--- config.mk ---
export PLATFORM = sky130hd
export DESIGN_NAME = imem_loader
export DESIGN_NICKNAME = d
export VERILOG_FILES = /design/src/rtl/imem_loader.sv
export SDC_FILE = /design/constraint.sdc
export NUM_CORES = 1
export LEC_CHECK = 0
export BUFFER_PORTS_ARGS = -buffer_cell sky130_fd_sc_hd__buf_2
export CORE_ASPECT_RATIO = 1.2
export CORE_MARGIN = 2
export CORE_UTILIZATION = 49
export CTS_BUF_LIST = sky130_fd_sc_hd__clkbuf_4 sky130_fd_sc_hd__clkbuf_8 sky130_fd_sc_hd__clkbuf_16
export CTS_CLUSTER_SIZE = 24
export DETAILED_ROUTE_END_ITERATION = 10
export GPL_TIMING_DRIVEN = 0
export PLACE_DENSITY = 0.75
export SLEW_MARGIN = 20
export SYNTH_ARGS = -nofsm -noshare
export SYNTH_HDL_FRONTEND = slang
export SYNTH_SLANG_ARGS = --single-unit
--- constraint.sdc ---
create_clock -name clk -period 1.8 [get_ports clk]
set_input_delay 0.09 -clock clk [delete_from_list [all_inputs] [get_ports clk]]
set_output_delay 0.09 -clock clk [all_outputs]
set_load 0.005 [all_outputs]
--- src/rtl/imem_loader.sv ---
// Boot loader: assembles big-endian words from a byte stream and writes them to instruction memory.
// Define IMEM_LOADER_CHECKSUM_EN to add a trailing mod-256 checksum byte with CHECK/FAIL states.
module imem_loader #(
  parameter int AW    = 6,
  parameter int WORDS = 64
) (
  input  logic          clk,
  input  logic          reset,
  input  logic          start,
  input  logic          rx_valid,
  input  logic [7:0]    rx_data,
  output logic          rx_ready,
  output logic          mem_we,
  output logic [AW-1:0] mem_a,
  output logic [31:0]   mem_wd,
  output logic          cpu_hold,
  output logic          busy,
  output logic          done,
  output logic          err
);

`ifdef IMEM_LOADER_CHECKSUM_EN
  typedef enum logic [2:0] {IDLE, LOAD, CHECK, DONE, FAIL} state_t;
`else
  typedef enum logic [1:0] {IDLE, LOAD, DONE} state_t;
`endif

  localparam logic [AW-1:0] LAST_W = AW'(WORDS - 1);
  localparam logic [AW-1:0] ONE_W  = AW'(1);

  state_t        state, state_nxt;
  logic [1:0]    byte_cnt;
  logic [AW-1:0] word_cnt;
  logic [23:0]   shreg;
  logic          full;
  logic          enter_load;
  logic          img_hs;

  assign img_hs = rx_valid && rx_ready && (state == LOAD);

`ifdef IMEM_LOADER_CHECKSUM_EN
  logic [7:0] sum;
  logic [7:0] sum_chk;
  assign sum_chk = sum + rx_data;
  assign err     = (state == FAIL);
`else
  assign err = 1'b0;
`endif

  always_ff @(posedge clk or posedge reset) begin
    if (reset) state <= IDLE;
    else       state <= state_nxt;
  end

  always_comb begin
    state_nxt  = state;
    enter_load = 1'b0;
    rx_ready   = 1'b0;
    busy       = 1'b0;
    done       = 1'b0;
    cpu_hold   = 1'b1;
    case (state)
      IDLE: begin
        if (start) begin
          state_nxt  = LOAD;
          enter_load = 1'b1;
        end
      end
      LOAD: begin
        rx_ready = !full;
        busy     = 1'b1;
        // leave only once the final word's write strobe is on the bus
        if (full && mem_we) begin
`ifdef IMEM_LOADER_CHECKSUM_EN
          state_nxt = CHECK;
`else
          state_nxt = DONE;
`endif
        end
      end
`ifdef IMEM_LOADER_CHECKSUM_EN
      CHECK: begin
        rx_ready = 1'b1;
        busy     = 1'b1;
        if (rx_valid) state_nxt = (sum_chk == 8'h00) ? DONE : FAIL;
      end
      FAIL: begin
        if (start) begin
          state_nxt  = LOAD;
          enter_load = 1'b1;
        end
      end
`endif
      DONE: begin
        done     = 1'b1;
        cpu_hold = 1'b0;
        if (start) begin
          state_nxt  = LOAD;
          enter_load = 1'b1;
        end
      end
      default: state_nxt = IDLE;
    endcase
  end

  always_ff @(posedge clk or posedge reset) begin
    if (reset) begin
      byte_cnt <= 2'd0;
      word_cnt <= '0;
      shreg    <= '0;
      full     <= 1'b0;
      mem_we   <= 1'b0;
      mem_a    <= '0;
      mem_wd   <= '0;
`ifdef IMEM_LOADER_CHECKSUM_EN
      sum      <= 8'h00;
`endif
    end else begin
      mem_we <= 1'b0;
      if (enter_load) begin
        byte_cnt <= 2'd0;
        word_cnt <= '0;
        shreg    <= '0;
        full     <= 1'b0;
`ifdef IMEM_LOADER_CHECKSUM_EN
        sum      <= 8'h00;
`endif
      end else if (img_hs) begin
        byte_cnt <= byte_cnt + 2'd1;
`ifdef IMEM_LOADER_CHECKSUM_EN
        sum      <= sum_chk;
`endif
        if (byte_cnt == 2'd3) begin
          mem_we <= 1'b1;
          mem_a  <= word_cnt;
          mem_wd <= {shreg, rx_data};
          shreg  <= '0;
          if (word_cnt == LAST_W) full <= 1'b1;
          else                    word_cnt <= word_cnt + ONE_W;
        end else begin
          shreg <= {shreg[15:0], rx_data};
        end
      end
    end
  end

endmodule

# Yosys cells after proc, flatten, opt, wreduce, memory -nomap -nowiden

Cells that the tools add are included.

Word-level logic and storage cells: 56
Output and inout port bits: 44
Bits of input ports: 12
Register bits: 74

Equality and inequality tests: 7
Add/sub/neg operators: 2
Bitwise operators: 1
Muxes and demuxes: 25
Reduce and logical (&&, ||, !) cells: 13

Operators by type and width:

| cell                                                 | number |
|---|---|
| two-way mux 24 bit                                   | 3 |
| two-way mux 6 bit                                    | 4 |
| two-way mux 1 bit                                    | 13 |
| AND reduction 3 bit                                  | 3 |
| two-way mux 2 bit                                    | 4 |
| adder 6 x 1 -> 6 bit (second input constant)         | 1 |
| equality test 6 bit (second input constant)          | 1 |
| nonzero test 2 bit                                   | 3 |
| equality test 2 bit (second input constant)          | 2 |
| != test 2 x 1 -> 1 bit (second input constant)       | 2 |
| case mux 2 bit (2 select lines)                      | 1 |
| logical AND 1 bit                                    | 3 |
| adder 2 x 1 -> 2 bit (second input constant)         | 1 |
| equality test 2 x 1 -> 1 bit (second input constant) | 1 |
| zero test 2 bit                                      | 1 |
| != test 2 bit (second input constant)                | 1 |
| AND reduction 2 bit                                  | 1 |
| OR reduction 2 bit                                   | 1 |
| zero test 1 bit                                      | 1 |
| inverter 1 bit                                       | 1 |

# Depth between registers and ports, before layout

Gate-level depths: netlist (run 1).

Depth in word-level cells: 6
Gate-level depth with buffers: 7

# Worst setup path before layout (run 1)

No wires, ideal clock.

Path type: flip-flop to flip-flop
From: register word_cnt[0]
To: register word_cnt[3]
Buffers on the path: 0
Cell stages (with the launch flop): 6
Arrival time: 1.402 ns
Library setup time: 0.077 ns
Period minus slack after synthesis: 1.479 ns
Setup slack: 0.321 ns
Path through: dfrtp_1 ha_1 nand3_1 o211ai_4 or3_1 a21oi_1

Longest elaborated chain between the ends: 5
Elaborated cells on any way between the ends: 8
Those cells by class: add/sub: 1; eq/ne: 2; mux: 4; reduce/logical: 1

RTL lines:

| what                     | RTL line | RTL |
|---|---|---|
| start: declaration       | 33       | `logic [AW-1:0] word_cnt;` |
| start signal: assignment | 139      | `else word_cnt <= word_cnt + ONE_W;` |
| adder 6 x 1 -> 6 bit     | 139      |  |
| two-way mux 6 bit        | 138      | `if (word_cnt == LAST_W) full <= 1'b1;` |
| two-way mux 6 bit        | 133      | `if (byte_cnt == 2'd3) begin` |
| two-way mux 6 bit        | 128      | `end else if (img_hs) begin` |
| two-way mux 6 bit        | 120      | `if (enter_load) begin` |

Parallel ways exist; a longest one is shown, timed or not. The select of a mux whose other input is x is not followed.
A chain may end at the register's enable or synchronous reset.

# Worst setup path after layout (run 1)

Same ends and word-level chain as after synthesis.

==> results.json, run 1 <==
{
  "status": "finished, final reports clean",
  "fmax_mhz": 608,
  "cts_tree": "yes",
  "grt_pass1_wl_microns": 9520,
  "coreArea_sq_mm": 0.00567,
  "syn_inst": 265,
  "cts.sinks": 74,
  "syn_avg_cell_area_sq_um": 10.9,
  "insertion_delay_ps": 340,
  "setup_viol": 0,
  "synthAdderAreaFrac": 0.00870,
  "grt_antenna_before_repair": 0,
  "worstSetupEndpointType": "flip-flop",
  "fin_nets": 356,
  "finClkSkew_ps": 9.17,
  "drv_slew": 0,
  "synth_edf_count": 0,
  "hold_violations": 0,
  "synth_xor_area_frac": 0.00304,
  "dr.first_iter.drc_count": 133,
  "r2r_start": "word_cnt[0]",
  "fin_crit_ps": 1640,
  "rsz0062_at_grt": "false",
  "h-tree-depth": 3,
  "setup_ws_ps": 156,
  "numCtsBuffers": 9,
  "cts_resized": 0,
  "yosys.area.top_type": "dfrtp_1",
  "hold_slack_ps": 268,
  "initial_core_util": 0.508,
  "synth_common_cells": "nand2_1, dfrtp_1, a22o_1",
  "synth.ff_latch_count": 74,
  "cp-start-kind": "flip-flop",
  "vias": 2103,
  "synth_warnings": 0,
  "power.leakage_nw": 1.94,
  "crit_type": "reg2reg",
  "fin_tns_setup_ps": 0,
  "synthFlopType": "dfrtp_1",
  "synthSimpleGateAreaFrac": 0.176,
  "fin_area_sq_mm": 0.00358,
  "worst_ir_drop_vdd_mv": 0.840,
  "ios": 56,
  "synth_compound_area_frac": 0.108,
  "globalRouteTotalUtil": 0.199,
  "synth.most_common_cell": "nand2_1",
  "antenna_cells": 0,
  "post-place-ws_ps": 165,
  "die_h_microns": 88.0,
  "die_w_microns": 74.0,
  "grt_max_degree": 36,
  "cts_setup_buffers": 0,
  "hp-class": "in2async",
  "fp-row-count": 30,
  "route.detailed.drc": 0,
  "drv_cap": 0,
  "dieArea_sq_mm": 0.00650,
  "drt-vias-per-instance": 4.94,
  "syn_nets": 279,
  "postPlaceCellArea_sq_mm": 0.00329,
  "synthToLayoutAreaGrowth_pct": 24.4,
  "cts-root-buf": "clkbuf_8",
  "dp.cells": 401,
  "wl_microns": 5790,
  "cp_data_arrival_time_ps": 1900,
  "grt_pass1_vias": 2013,
  "final_cells": 426,
  "cp-startpoint": "word_cnt[0]",
  "critPathMaxFanout": 7,
  "antenna_left": 0,
  "grt-ovfl-total": 0,
  "seq_area_frac_synth": 0.643,
  "synth_top_area_frac": 0.643,
  "synth_cell_types": 31,
  "synth.area.mux_share": 0.0235,
  "required_ps": 2060,
  "wl_per_cell_microns": 13.6,
  "gp_congestion": 0.783,
  "dp_hpwl_microns": 3930,
  "drt_first_pass_iters": 4,
  "n_fill_cell": 459,
  "synth_top_family_by_area": "simple AND/OR/NAND/NOR gates",
  "ys_async_sr_fraction": 1.00,
  "path_clk_slew_ps": 70,
  "power_density_mw_per_mm2": 1420,
  "drive_above_1_share": 0.277,
  "cts_buffer_depth": 2,
  "finalCritPeriodShare": 0.913,
  "port_buffers": 54,
  "synth_area_sq_mm": 0.00288,
  "synth.area.top_cells": "dfrtp_1, nand2_1, a22o_1"
}
[cell usage in the layout, fill, tap and decap left out, types with 4 or more instances in the layout]
cell / count
nand2_1: 104
dfrtp_1: 74
buf_2: 65
a22o_1: 24
dlygate4sd3_1: 10
clkbuf_8: 9
o21ai_0: 6
mux2_2: 6
inv_1: 4
nand3_1: 4
[cell type report]
type                    instances  area (sq um)  area share
flip-flops and latches         74          1850       0.517
well taps                      80           100      0.0280
inverters                       6          26.3     0.00734
clock inverters                 5          56.3      0.0157
multi-input cells             171           922       0.258
repair buffers                 66           410       0.115
plain buffers                  14          81.3      0.0227
clock buffers                  10           131      0.0367
[per-layer routing]
metal  share of wire  GRT usage  vias up
li1                -          -     1028
met1            0.45      0.264     1013
met2            0.49      0.299       51
met3           0.033     0.0414       11
met4           0.029      0.122        0
met5               0          0        -
[power by group]
part	total [mW]	switching, mW	internal (mW)
clock	1.23	0.581	0.646
combinational	1.27	0.639	0.635
sequential	2.58	0.350	2.23
[sequential cells by signal (all words and copies together) (netlist names)]
signal and flops:
mem_wd 32, shreg 24, mem_a 6, word_cnt 6
byte_cnt 2, state 2, full 1, mem_we 1
[critical path, stage by stage, from the launching register on]
cell and delay, ps:
dfrtp_1 430, ha_1 270, nand3_1 210, o211ai_4 150
or3_1 370, a21oi_1 140
[kinds of logic (layout without fill, tap and decap cells)]
kind of cell / Yosys count / count (layout)
other: 1 / 1
and+or+nand+nor: 123 / 123
buffers and inverters: 20 / 101
DFF: 74 / 74
AOI/OAI and AO/OA: 38 / 38
xor gates and xnor gates: 1 / 1
adders and majority gates: 2 / 2
muxes: 6 / 6
[per-stage QoR]
stage / utilization / power, mW
floorplan: - / 3.27
global placement: 0.574 / 3.81
detailed placement: 0.581 / 3.87
CTS: 0.632 / 5.11
global route: 0.632 / 5.44
finish: 0.632 / 5.08
[repair_timing]
item                                   CTS  global route
endpoints found under the hold margin   33             0
hold buffers                            10             0
setup endpoints to repair                0             0
[worst paths after layout]
path	endpoint	slack (ps)	depth (start not counted)
min reg2reg	mem_wd[27]	470	2
min	byte_cnt[1]	270	3
max	word_cnt[3]	160	5
max reg2reg	word_cnt[3]	160	5
min in group clk	byte_cnt[1]	300	4
max in group asynchronous	word_cnt[1]	1070	4
No activity file was read; power rests on OpenSTA's default activity.
==> run 2, diff against run 1 <==
Settings changed: CORE_MARGIN 2 to 3, CTS_CLUSTER_SIZE 24 to 16.
==> run 2 against run 1 <==
  * Non-clock buffer count is the same
  * First-iteration DRC count shrank 38%
  * Cell area shrank 0.91%
  * Die area grew 5.0%
  * Worst setup slack gained 32 ps
  * Routed wire length shrank 1.6%
  * Sequential share of layout area grew 0.47 points
  * Register-to-register slack gained 30 ps
  * Via count grew 0.57%
==> results.json, run 2 (synthesized netlist as in run 1, its figures left out) <==
{
  "grt.met2_usage": 0.283,
  "rsz0062_at_grt": "false",
  "grt-ovfl-total": 0,
  "die_w_microns": 76.0,
  "route.detailed.drc": 0,
  "grt.busiest_layer": "met2",
  "reg2reg_slack_ps": 190,
  "grt_pass1_wl_microns": 9670,
  "dieArea_sq_mm": 0.00683,
  "required_ps": 2070,
  "cp-start-kind": "flip-flop",
  "path_delay_family": "simple AND/OR/NAND/NOR gates",
  "cts_resized": 0,
  "cts_buffer_depth": 2,
  "drt-vias-per-instance": 5.00,
  "crit_chain": "ha_1 > nand3_1 > o211ai_4 > or3_1 > a21oi_1",
  "largest_reg_flops": 32,
  "fmax_mhz": 620,
  "cp_num_buf_inv": 0,
  "die_h_microns": 90.0,
  "hp-class": "in2async",
  "initial_core_util": 0.525,
  "grt_max_degree": 35,
  "hold_violations": 0,
  "h-tree-depth": 3,
  "grt_antenna_before_repair": 0,
  "cts_hold_buf": 10,
  "gp_congestion": 0.742,
  "port_buffers": 54,
  "dp_hpwl_microns": 3980,
  "drive_above_1_share": 0.277,
  "ios": 56,
  "synthToLayoutAreaGrowth_pct": 23.3,
  "use_met1": 0.233,
  "cts_setup_buffers": 0,
  "antenna_cells": 0,
  "status": "finished, final reports clean",
  "power.leakage_nw": 1.92,
  "wl_per_cell_microns": 13.5,
  "drv_slew": 0,
  "r2r_start": "word_cnt[0]",
  "power_density_mw_per_mm2": 1390,
  "rr_worst_depth": 5,
  "globalRouteTotalUtil": 0.178,
  "cts_tree": "yes",
  "fp-row-count": 29,
  "rr_endpoint": "word_cnt[3]",
  "fin_crit_ps": 1610,
  "finClkSkew_ps": 7.09,
  "fin_nets": 356,
  "grt_use_met3": 0.0540,
  "drt_first_pass_iters": 4,
  "vias": 2115,
  "top_register": "mem_wd",
  "antenna_left": 0,
  "worst_ir_drop_vdd_mv": 0.794,
  "worstSetupEndpointType": "flip-flop",
  "cts-root-buf": "clkbuf_8",
  "numCtsBuffers": 9,
  "reg_top3": "mem_wd: 32 flops, shreg: 24 flops",
  "cp_data_arrival_time_ps": 1880,
  "finalCritPeriodShare": 0.896,
  "critPathMaxStageDelay_ps": 430,
  "cts.sinks": 74,
  "final_common_cell": "nand2_1",
  "mostFrequentLayoutCells": "nand2_1, dfrtp_1, buf_2",
  "crit_slowest_cell": "dfrtp_1",
  "setup_viol": 0,
  "critPathMaxFanout": 7,
  "grt_pass1_vias": 2009,
  "total_power_mw": 4.92,
  "drv_cap": 0,
  "wl_microns": 5700,
  "path_clk_slew_ps": 70,
  "dr.first_iter.drc_count": 82,
  "crit_type": "reg2reg",
  "fin_tns_setup_ps": 0,
  "insertion_delay_ps": 340,
  "coreArea_sq_mm": 0.00548
}
[run 2: changes by cell type in the layout (fill, tap and decap cells not counted), sizes merged]
cell and delta:
clkbuf -1, clkinv +1, bufinv -1, clkinvlp +1
[run 2: metrics by stage]
| step | utilization | cell area (sq um) | setup WS [ps] | std cells | hold WS (ps) |
|---|---|---|---|---|---|
| 6_report | 0.647 | 3550 | 188 | 423 | 247 |
| 5_1_grt | 0.647 | 3550 | 106 | 423 | 250 |
| 4_1_cts | 0.647 | 3550 | 182 | 423 | 242 |
| 3_5_place_dp | 0.600 | 3290 | 195 | 398 | 64.6 |
| 3_3_place_gp | 0.593 | 3250 | 236 | 396 | 290 |
| 2_1_floorplan | - | 2880 | 321 | 265 | 172 |
[run 2: where the power goes]
part	switching [mW]	total, mW	internal (mW)
registers	0.351	2.58	2.23
clock network	0.590	1.07	0.482
logic	0.636	1.27	0.635
[run 2: worst max-delay path by stage]
stage / startpoint / slack, ps / to / cells past startpoint
after floorplan: word_cnt[0] / 320 / word_cnt[3] / 5
after global placement: word_cnt[0] / 240 / word_cnt[3] / 5
after detailed placement: word_cnt[0] / 190 / word_cnt[3] / 5
after CTS: word_cnt[0] / 180 / word_cnt[3] / 5
after global routing: word_cnt[0] / 110 / word_cnt[3] / 5
final: word_cnt[0] / 190 / word_cnt[3] / 5
[run 2: cell type report]
| class | count | area [sq um] |
|---|---|---|
| repair buffers | 66 | 410 |
| multi-input cells | 171 | 922 |
| fillers | 423 | 1930 |
| flip-flops and latches | 74 | 1850 |
| inverters | 6 | 26.3 |
| well taps | 77 | 96.3 |
| plain buffers | 14 | 81.3 |
| clock buffers | 9 | 124 |
| clock inverters | 6 | 35.0 |
[run 2: layer usage]
layer	up-vias	routed length (microns)
met5	-	0
met4	0	46
met3	5	273
met2	54	2750
met1	1026	2620
li1	1030	-
[run 2: worst min-delay path, cell delays in order]
cell and delay, ps:
dlygate4sd3_1 530, buf_2 130, clkinvlp_4 220
